**config.mk**
```make
export PLATFORM = sky130hd
export DESIGN_NAME = load_store_unit
export DESIGN_NICKNAME = d
export VERILOG_FILES = /design/src/rtl/load_store_unit.sv
export SDC_FILE = /design/constraint.sdc
export NUM_CORES = 1
export LEC_CHECK = 0
export BUFFER_PORTS_ARGS = -buffer_cell sky130_fd_sc_hd__buf_4
export CAP_MARGIN = 0
export CORE_MARGIN = 1.5
export CORE_UTILIZATION = 48
export CTS_CLUSTER_DIAMETER = 120
export DETAILED_ROUTE_END_ITERATION = 10
export HOLD_SLACK_MARGIN = 0.08
export PLACE_DENSITY_LB_ADDON = 0.3
export SYNTH_ARGS = -nofsm -noshare
export SYNTH_HDL_FRONTEND = slang
export SYNTH_SLANG_ARGS = --single-unit
```
**constraint.sdc**
```tcl
create_clock -name clk -period 2.55 [get_ports clk]
set_input_delay 0.6375 -clock clk [delete_from_list [all_inputs] [get_ports clk]]
set_output_delay 0.6375 -clock clk [all_outputs]
set_load 0.01 [all_outputs]
```
**src/rtl/load_store_unit.sv**
```systemverilog
// Memory-stage load/store unit. It takes the execute-stage address and store
// data and runs one request/acknowledge transaction on the data-memory bus.
// Loads return an aligned, sign- or zero-extended word. The pipeline is
// stalled while the access is outstanding. A watchdog aborts the access with
// bus_err when no acknowledge arrives within WAIT_LIMIT bus cycles.
module load_store_unit #(
    parameter int WAIT_LIMIT = 16
) (
    input  logic        clk,
    input  logic        rst,
    input  logic        mem_read,
    input  logic        mem_write,
    input  logic [2:0]  funct3,
    input  logic [31:0] addr,
    input  logic [31:0] wdata,
    output logic [31:0] read_data,
    output logic        stall,
    output logic        misaligned,
    output logic        bus_err,
    output logic        bus_req,
    output logic        bus_we,
    output logic [31:0] bus_addr,
    output logic [31:0] bus_wdata,
    output logic [3:0]  bus_be,
    input  logic [31:0] bus_rdata,
    input  logic        bus_ack
);

    localparam int              CNT_W    = (WAIT_LIMIT > 1) ? $clog2(WAIT_LIMIT) : 1;
    localparam logic [CNT_W-1:0] CNT_LAST = CNT_W'(WAIT_LIMIT - 1);

    typedef enum logic [1:0] {
        S_IDLE,
        S_BUS,
        S_DONE
    } state_t;

    state_t           r_state;
    state_t           w_next;

    logic [31:0]      r_read_data;
    logic             r_bus_err;
    logic             r_bus_req;
    logic             r_bus_we;
    logic [31:0]      r_bus_addr;
    logic [31:0]      r_bus_wdata;
    logic [3:0]       r_bus_be;
    logic [2:0]       r_funct3;
    logic [1:0]       r_offset;
    logic [CNT_W-1:0] r_cnt;

    logic             w_request;
    logic             w_is_byte;
    logic             w_is_half;
    logic             w_aligned;
    logic [3:0]       w_be;
    logic [31:0]      w_lane_data;

    logic             w_start;
    logic             w_fault;
    logic             w_ack;
    logic             w_timeout;
    logic             w_stall;
    logic             w_misaligned;

    logic             w_ld_signed;
    logic [7:0]       w_ld_byte;
    logic [15:0]      w_ld_half;
    logic [31:0]      w_ld_value;

    // Decode the incoming request: access size, alignment, byte lanes and the
    // store data replicated onto every lane the size can occupy.
    always_comb begin
        w_request = mem_read | mem_write;
        w_is_byte = (funct3[1:0] == 2'b00);
        w_is_half = (funct3[1:0] == 2'b01);
        if (w_is_byte) begin
            w_aligned   = 1'b1;
            w_be        = 4'b0001 << addr[1:0];
            w_lane_data = {4{wdata[7:0]}};
        end else if (w_is_half) begin
            w_aligned   = ~addr[0];
            w_be        = addr[1] ? 4'b1100 : 4'b0011;
            w_lane_data = {2{wdata[15:0]}};
        end else begin
            w_aligned   = (addr[1:0] == 2'b00);
            w_be        = 4'b1111;
            w_lane_data = wdata;
        end
    end

    // Pick the addressed lane of the returned bus word and extend it to 32 bits.
    always_comb begin
        w_ld_signed = ~r_funct3[2];
        case (r_offset)
            2'd0:    w_ld_byte = bus_rdata[7:0];
            2'd1:    w_ld_byte = bus_rdata[15:8];
            2'd2:    w_ld_byte = bus_rdata[23:16];
            default: w_ld_byte = bus_rdata[31:24];
        endcase
        w_ld_half = r_offset[1] ? bus_rdata[31:16] : bus_rdata[15:0];
        case (r_funct3[1:0])
            2'b00:   w_ld_value = {{24{w_ld_signed & w_ld_byte[7]}}, w_ld_byte};
            2'b01:   w_ld_value = {{16{w_ld_signed & w_ld_half[15]}}, w_ld_half};
            default: w_ld_value = bus_rdata;
        endcase
    end

    // State register.
    always_ff @(posedge clk) begin
        // NOTE: sequential state is always assigned with <= so every flop samples
        // pre-edge values regardless of statement order.
        if (rst) begin
            r_state <= S_IDLE;
        end else begin
            r_state <= w_next;
        end
    end

    // Next-state logic plus the combinational stall/misaligned outputs and the
    // one-cycle event strobes that drive the datapath registers.
    always_comb begin
        // NOTE: every signal gets a default before the case so no path leaves a
        // value unassigned and no latch is inferred.
        w_next       = r_state;
        w_stall      = 1'b0;
        w_misaligned = 1'b0;
        w_start      = 1'b0;
        w_fault      = 1'b0;
        w_ack        = 1'b0;
        w_timeout    = 1'b0;
        case (r_state)
            S_IDLE: begin
                if (w_request) begin
                    if (w_aligned) begin
                        w_stall = 1'b1;
                        w_start = 1'b1;
                        w_next  = S_BUS;
                    end else begin
                        w_misaligned = 1'b1;
                        w_fault      = 1'b1;
                    end
                end
            end
            S_BUS: begin
                w_stall = 1'b1;
                if (bus_ack) begin
                    w_ack  = 1'b1;
                    w_next = S_DONE;
                end else if (r_cnt == CNT_LAST) begin
                    w_timeout = 1'b1;
                    w_next    = S_DONE;
                end
            end
            S_DONE: begin
                w_next = S_IDLE;
            end
            default: begin
                w_next = S_IDLE;
            end
        endcase
    end

    // Bus request fields, wait counter, error pulse and the load result register.
    always_ff @(posedge clk) begin
        if (rst) begin
            r_read_data <= '0;
            r_bus_err   <= 1'b0;
            r_bus_req   <= 1'b0;
            r_bus_we    <= 1'b0;
            r_bus_addr  <= '0;
            r_bus_wdata <= '0;
            r_bus_be    <= '0;
            r_funct3    <= '0;
            r_offset    <= '0;
            r_cnt       <= '0;
        end else begin
            r_bus_err <= w_timeout;

            if (w_start) begin
                r_bus_req   <= 1'b1;
                r_bus_we    <= mem_write;
                r_bus_addr  <= {addr[31:2], 2'b00};
                r_bus_wdata <= w_lane_data;
                r_bus_be    <= w_be;
                r_funct3    <= funct3;
                r_offset    <= addr[1:0];
                r_cnt       <= '0;
            end

            if (r_state == S_BUS) begin
                if (w_ack || w_timeout) begin
                    r_bus_req <= 1'b0;
                end else begin
                    r_cnt <= r_cnt + CNT_W'(1);
                end
            end

            // A fault or an aborted access yields zero; a completed store leaves
            // the previous load result in place.
            if (w_fault || w_timeout) begin
                r_read_data <= '0;
            end else if (w_ack && !r_bus_we) begin
                r_read_data <= w_ld_value;
            end
        end
    end

    assign read_data  = r_read_data;
    assign stall      = w_stall;
    assign misaligned = w_misaligned;
    assign bus_err    = r_bus_err;
    assign bus_req    = r_bus_req;
    assign bus_we     = r_bus_we;
    assign bus_addr   = r_bus_addr;
    assign bus_wdata  = r_bus_wdata;
    assign bus_be     = r_bus_be;

endmodule
```
# Word level (Yosys, flattened, before mapping)
# Cells that the tools add are included.
# classes
n_bitwise	5
mux	33
eq_ne	9
reduce_logical	11
n_addsub	1
shifts	1
# ops
cell	count
2-to-1 mux 32 bit	2
one-hot mux 32 bit (2 select lines)	1
2-to-1 mux 4 bit	6
one-hot mux 8 bit (3 select lines)	1
2-to-1 mux 1 bit	16
2-to-1 mux 16 bit	1
zero test 2 bit	5
== test 2 x 1 -> 1 bit (second input constant)	4
2-to-1 mux 2 bit	4
adder 4 x 1 -> 4 bit (second input constant)	1
== test 4 bit (second input constant)	1
!= test 2 bit (second input constant)	2
one-hot mux 2 bit (2 select lines)	1
left shift 1 x 2 -> 4 bit (first input constant)	1
!= test 3 bit (second input constant)	1
AND reduction 3 bit	1
bitwise AND 1 bit	2
== test 2 bit (second input constant)	1
logical OR 1 bit	2
inverter 1 bit	2
one-hot mux 1 bit (2 select lines)	1
OR reduction 2 bit	1
logical AND 1 bit	1
zero test 1 bit	1
OR 1 bit	1
# totals
out_inout_bits	105
input_bits	104
word_cells	71
reg_bits	112

# Longest topological paths before layout
# logic_depth
ltp_word	9
depth_mapped	7
depth_no_buf	5

# Least setup slack after synthesis
# OpenSTA, ideal clock, no wires.
# synth_timing
path_type	input to output
from	in funct3[0]
to	out stall
n_path_buf	2
arrival_time_ns	1.569
cell_stages	6
slack_ns	0.344
t_required_ns	1.913
path_cell_list	or2_1 -> clkbuf_1 -> buf_2 -> nand2_1 -> o21ai_0 -> a21oi_1
# synth_via
elab_chain_len	6
word_cells_on_any_way	7
classes_between	eq/ne (1); mux (5); reduce/logical (1)
# synth_lines
item	line_no	rtl
start: declaration	13	input logic [2:0] funct3,
== test 2 x 1 -> 1 bit	76	w_is_half = (funct3[1:0] == 2'b01);
2-to-1 mux 1 bit	81	end else if (w_is_half) begin
2-to-1 mux 1 bit (*)	77	if (w_is_byte) begin
2-to-1 mux 1 bit (*)	135	if (w_aligned) begin
2-to-1 mux 1 bit (*)	134	if (w_request) begin
one-hot mux 1 bit (2 select lines) (*)	132	case (r_state)
end: declaration	17	output logic stall,
# Every way passes the cells marked *; elsewhere a longest branch is shown, timed or not.

# Worst setup path after layout
# layout_timing
from	reg r_state[0]
to	reg r_read_data[14], in the netlist read_data[14]
# layout_via
elab_chain_len	4
word_cells_on_any_way	8
classes_between	eq/ne (1); mux (3); reduce/logical (4)
# layout_lines
item	line_no	rtl
start: declaration	38	state_t r_state;
start signal: assignment	116	r_state <= w_next;
== test 2 x 1 -> 1 bit or zero test 2 bit (tied branches)	132	
2-to-1 mux 1 bit	132	
logical OR 1 bit	201	if (w_fault || w_timeout) begin
OR reduction 2 bit (no line)	-	
end signal: assignment	204	r_read_data <= w_ld_value;
end: declaration	41	logic [31:0] r_read_data;
# Several ways; a longest one is shown, not always the timed one.
# A chain may end at the register's enable or synchronous reset.

==> run_results.csv <==
group,metric,value,unit
outcome,status,"completed",
sta,fin_worst_skew,8.01,ps
cells_and_area,diodes,0,
cells_and_area,multi_input_area,0.00243,mm2
die,core,0.00982,mm2
die,die_y,104,um
synthesis,syn_area,0.00488,mm2
synthesis,synth_warnings,0,
power,ir_drop,0.000383,V
power,power.internal,2650,uW
grt,antenna_found_initial,0,
worst_setup_path,start_kind,"flip-flop",
routing,drt_iter0_markers,225,
power,leakage,0.00287,uW
synthesis,yosys.area.top_type_share,0.459,
cts,cts_hold_repair.buffers,0,
synthesis,synthFlopType,"dfxtp_1",
synthesis,synth-edff-count,0,
hold_path,holdCritPathClass,"flip-flop to flip-flop",
cts,htree_levels,3,
worst_setup_path,r2r-end,"read_data[14]",
flow_run,maxCapViolations,0,
routing,wl_per_cell,15.2,um
power,p_switching,1160,uW
cts,clkLatencyLatePin,370,ps
sta,timing.setup.tns,0,ps
synthesis,synthArstFlopShare,0,
cts,cts_tree,"done",
hold_path,min_delay_path_depth,2,
place,postPlaceCellArea,0.00651,mm2
power,seq_power_share,0.514,
sta,fin_ws,298,ps
routing,dr.pass1.iters,5,
cts,cts_made_buffers,9,
worst_setup_path,ff2ff_setup_slack,300,ps
cts,cts_resized,0,
cells_and_area,seq_area,0.00224,mm2
cts,cts.sinks,112,
grt,gr-total-overflow,0,
synthesis,synth_seq_cells,112,
power,power,3810,uW
synthesis,ys_seq_area_frac,0.459,
cells_and_area,fillers,840,
routing,drcViolationCount,0,
synthesis,synth_top_area_cell,"dfxtp_1",
cts,clk_pin_slew,100,ps
sta,hold_viol_final,0,
die,ios,209,
hold_path,holdPathEnd,"bus_wdata[28]",
worst_setup_path,crit_type,"flip-flop to flip-flop",
worst_setup_path,critPathMaxFanout,41,
routing,wirelength,14100,um
die,dieArea,0.0108,mm2
sta,slew_headroom,0.330,
hold_path,hp-start,"bus_wdata[28]",
synthesis,synth_area_leaders,"dfxtp_1, nand2_1, a211oi_1",
cells_and_area,nNetsFinal,892,
synthesis,syn_inst,609,
power,p_comb_frac,0.234,
grt,track_usage,0.258,
synthesis,avgSynthCellArea,8.02,um2
sta,setup_violations,0,
place,dp_cells,909,
routing,vias,5005,
cts,cts_setup_buffers,0,
place,hpwl,10200,um
die,row_count,36,
power,power_density,570,mW/mm2
die,die_width,104,um
cells_and_area,final_cells,925,
worst_setup_path,worstReg2RegStart,"r_state[0]",
sta,rsz0062_at_grt,"no",
routing,via_per_inst,5.41,
cells_and_area,layout-drive-gt1-share,0.311,
cells_and_area,syn_to_final_growth,36.8,%
worst_setup_path,worstSetupEndpointType,"flip-flop",
cells_and_area,fin_area,0.00668,mm2
grt,first_global_vias,4819,
sta,slew_violations,0,
place,dp_slack,250,ps
sta,period_minus_slack,2250,ps
worst_setup_path,critical_path_required,2760,ps
cts,cts_buffer_depth,2,
sta,period_share,0.883,
synthesis,yosysUniqueCellTypes,42,
worst_setup_path,rr_worst_depth,5,
place,routabilityCongestion,0.852,
place,portBuffers,206,
sta,fmax,444,MHz
worst_setup_path,worstPathArrival,2470,ps
cts,clockRootBuffer,"clkbuf_8",
grt,grt_max_degree,61,
sta,tightest_slew,1000,ps
grt,grt_pass1_wl,22900,um
power,clock_power_share,0.253,
routing,ant_nets,0,
power,swShare,0.304,
die,start_util,0.497,
[stage by stage]
step	util	hold WS [ps]
6_report	0.680	462
5_1_grt	0.680	477
4_1_cts	0.680	461
3_5_place_dp	0.663	447
3_3_place_gp	0.663	442
2_1_floorplan	-	451
[cells in the final DEF, fill, tap and decap left out, drive strengths merged, types with 2 or more instances in the layout]
cell / Yosys / layout
a21o: 9 / 9
mux2i: 27 / 27
nor2b: 13 / 13
a311oi: 11 / 11
inv: 4 / 4
dfxtp: 112 / 112
clkinvlp: 0 / 4
clkinv: 0 / 3
o21ai: 10 / 10
clkbuf: 45 / 9
a22oi: 8 / 8
nor3: 6 / 6
conb: 1 / 2
nor2: 57 / 57
nor4: 2 / 2
buf: 8 / 219
a31o: 7 / 7
nand3: 17 / 17
nand2b: 3 / 3
nand2: 150 / 150
o31ai: 2 / 2
a21oi: 57 / 57
a2111oi: 2 / 2
a211oi: 40 / 40
nor4b: 2 / 2
nor3b: 3 / 3
[state kept, by name, indices dropped and copies added, names as in the netlist]
signal     count
r_cnt          4
bus_we         1
bus_addr      30
read_data     32
bus_err        1
r_funct3       3
bus_req        1
r_state        2
bus_be         4
r_offset       2
bus_wdata     32
[synthesized netlist by cell type, types with 4 or more instances]
master	instances
a211oi_1	40
a21o_1	9
a21oi_1	57
a22oi_1	8
a311oi_1	11
a31o_2	7
buf_2	4
clkbuf_1	45
dfxtp_1	112
inv_1	4
mux2i_1	27
nand2_1	150
nand3_1	17
nor2_1	57
nor2b_1	13
nor3_1	6
o21ai_0	10
[worst max-delay path by stage]
stage	depth (start not counted)	to	slack, ps	from
after floorplan	6	stall	340	funct3[0]
after global placement	5	bus_be[1]	300	funct3[0]
after detailed placement	5	read_data[23]	250	bus_rdata[31]
after CTS	5	read_data[14]	350	r_state[0]
after global routing	4	read_data[21]	70	r_funct3[1]
final	5	read_data[14]	300	r_state[0]
[critical path: stages, from the launching register on]
cell      delay [ps]
dfxtp_1          480
inv_1            140
nor4b_4          250
buf_4            410
nor2b_1          590
a211oi_1         200
[cells by family (layout without fill, tap and decap cells)]
group / Yosys count / count (layout) / synth area share
flip-flops: 112 / 112 / 0.459
other: 1 / 2 / 0.000768
adder cells (fa/ha/maj): 1 / 1 / 0.00256
buffers and inverters: 57 / 239 / 0.0464
multiplexers: 27 / 27 / 0.0554
AO/OA/AOI/OAI: 153 / 153 / 0.211
AND/OR/NAND/NOR: 258 / 258 / 0.224
[final cells by class]
cell class / count / area share
clock buffers: 9 / 0.0185
clock inverters: 7 / 0.00730
inverters: 4 / 0.00225
multi-input cells: 441 / 0.363
flip-flops and latches: 112 / 0.336
well taps: 133 / 0.0249
repair buffers: 219 / 0.248
[power groups by stage]
stage | clock network [uW] | registers [uW] | logic, uW
floorplan | 0 | 2030 | 420
global placement | 0 | 1990 | 862
detailed placement | 0 | 1990 | 886
CTS | 983 | 1960 | 890
global route | 1070 | 1970 | 975
finish | 961 | 1960 | 890
[layer usage]
layer	share of wire	vias to the layer above	global-route usage
met2	0.49	205	0.429
li1	-	2453	-
met3	0.069	36	0.0608
met1	0.41	2311	0.317
met4	0.030	0	0.115
met5	0	-	0
No activity file was read; power rests on OpenSTA's default activity.
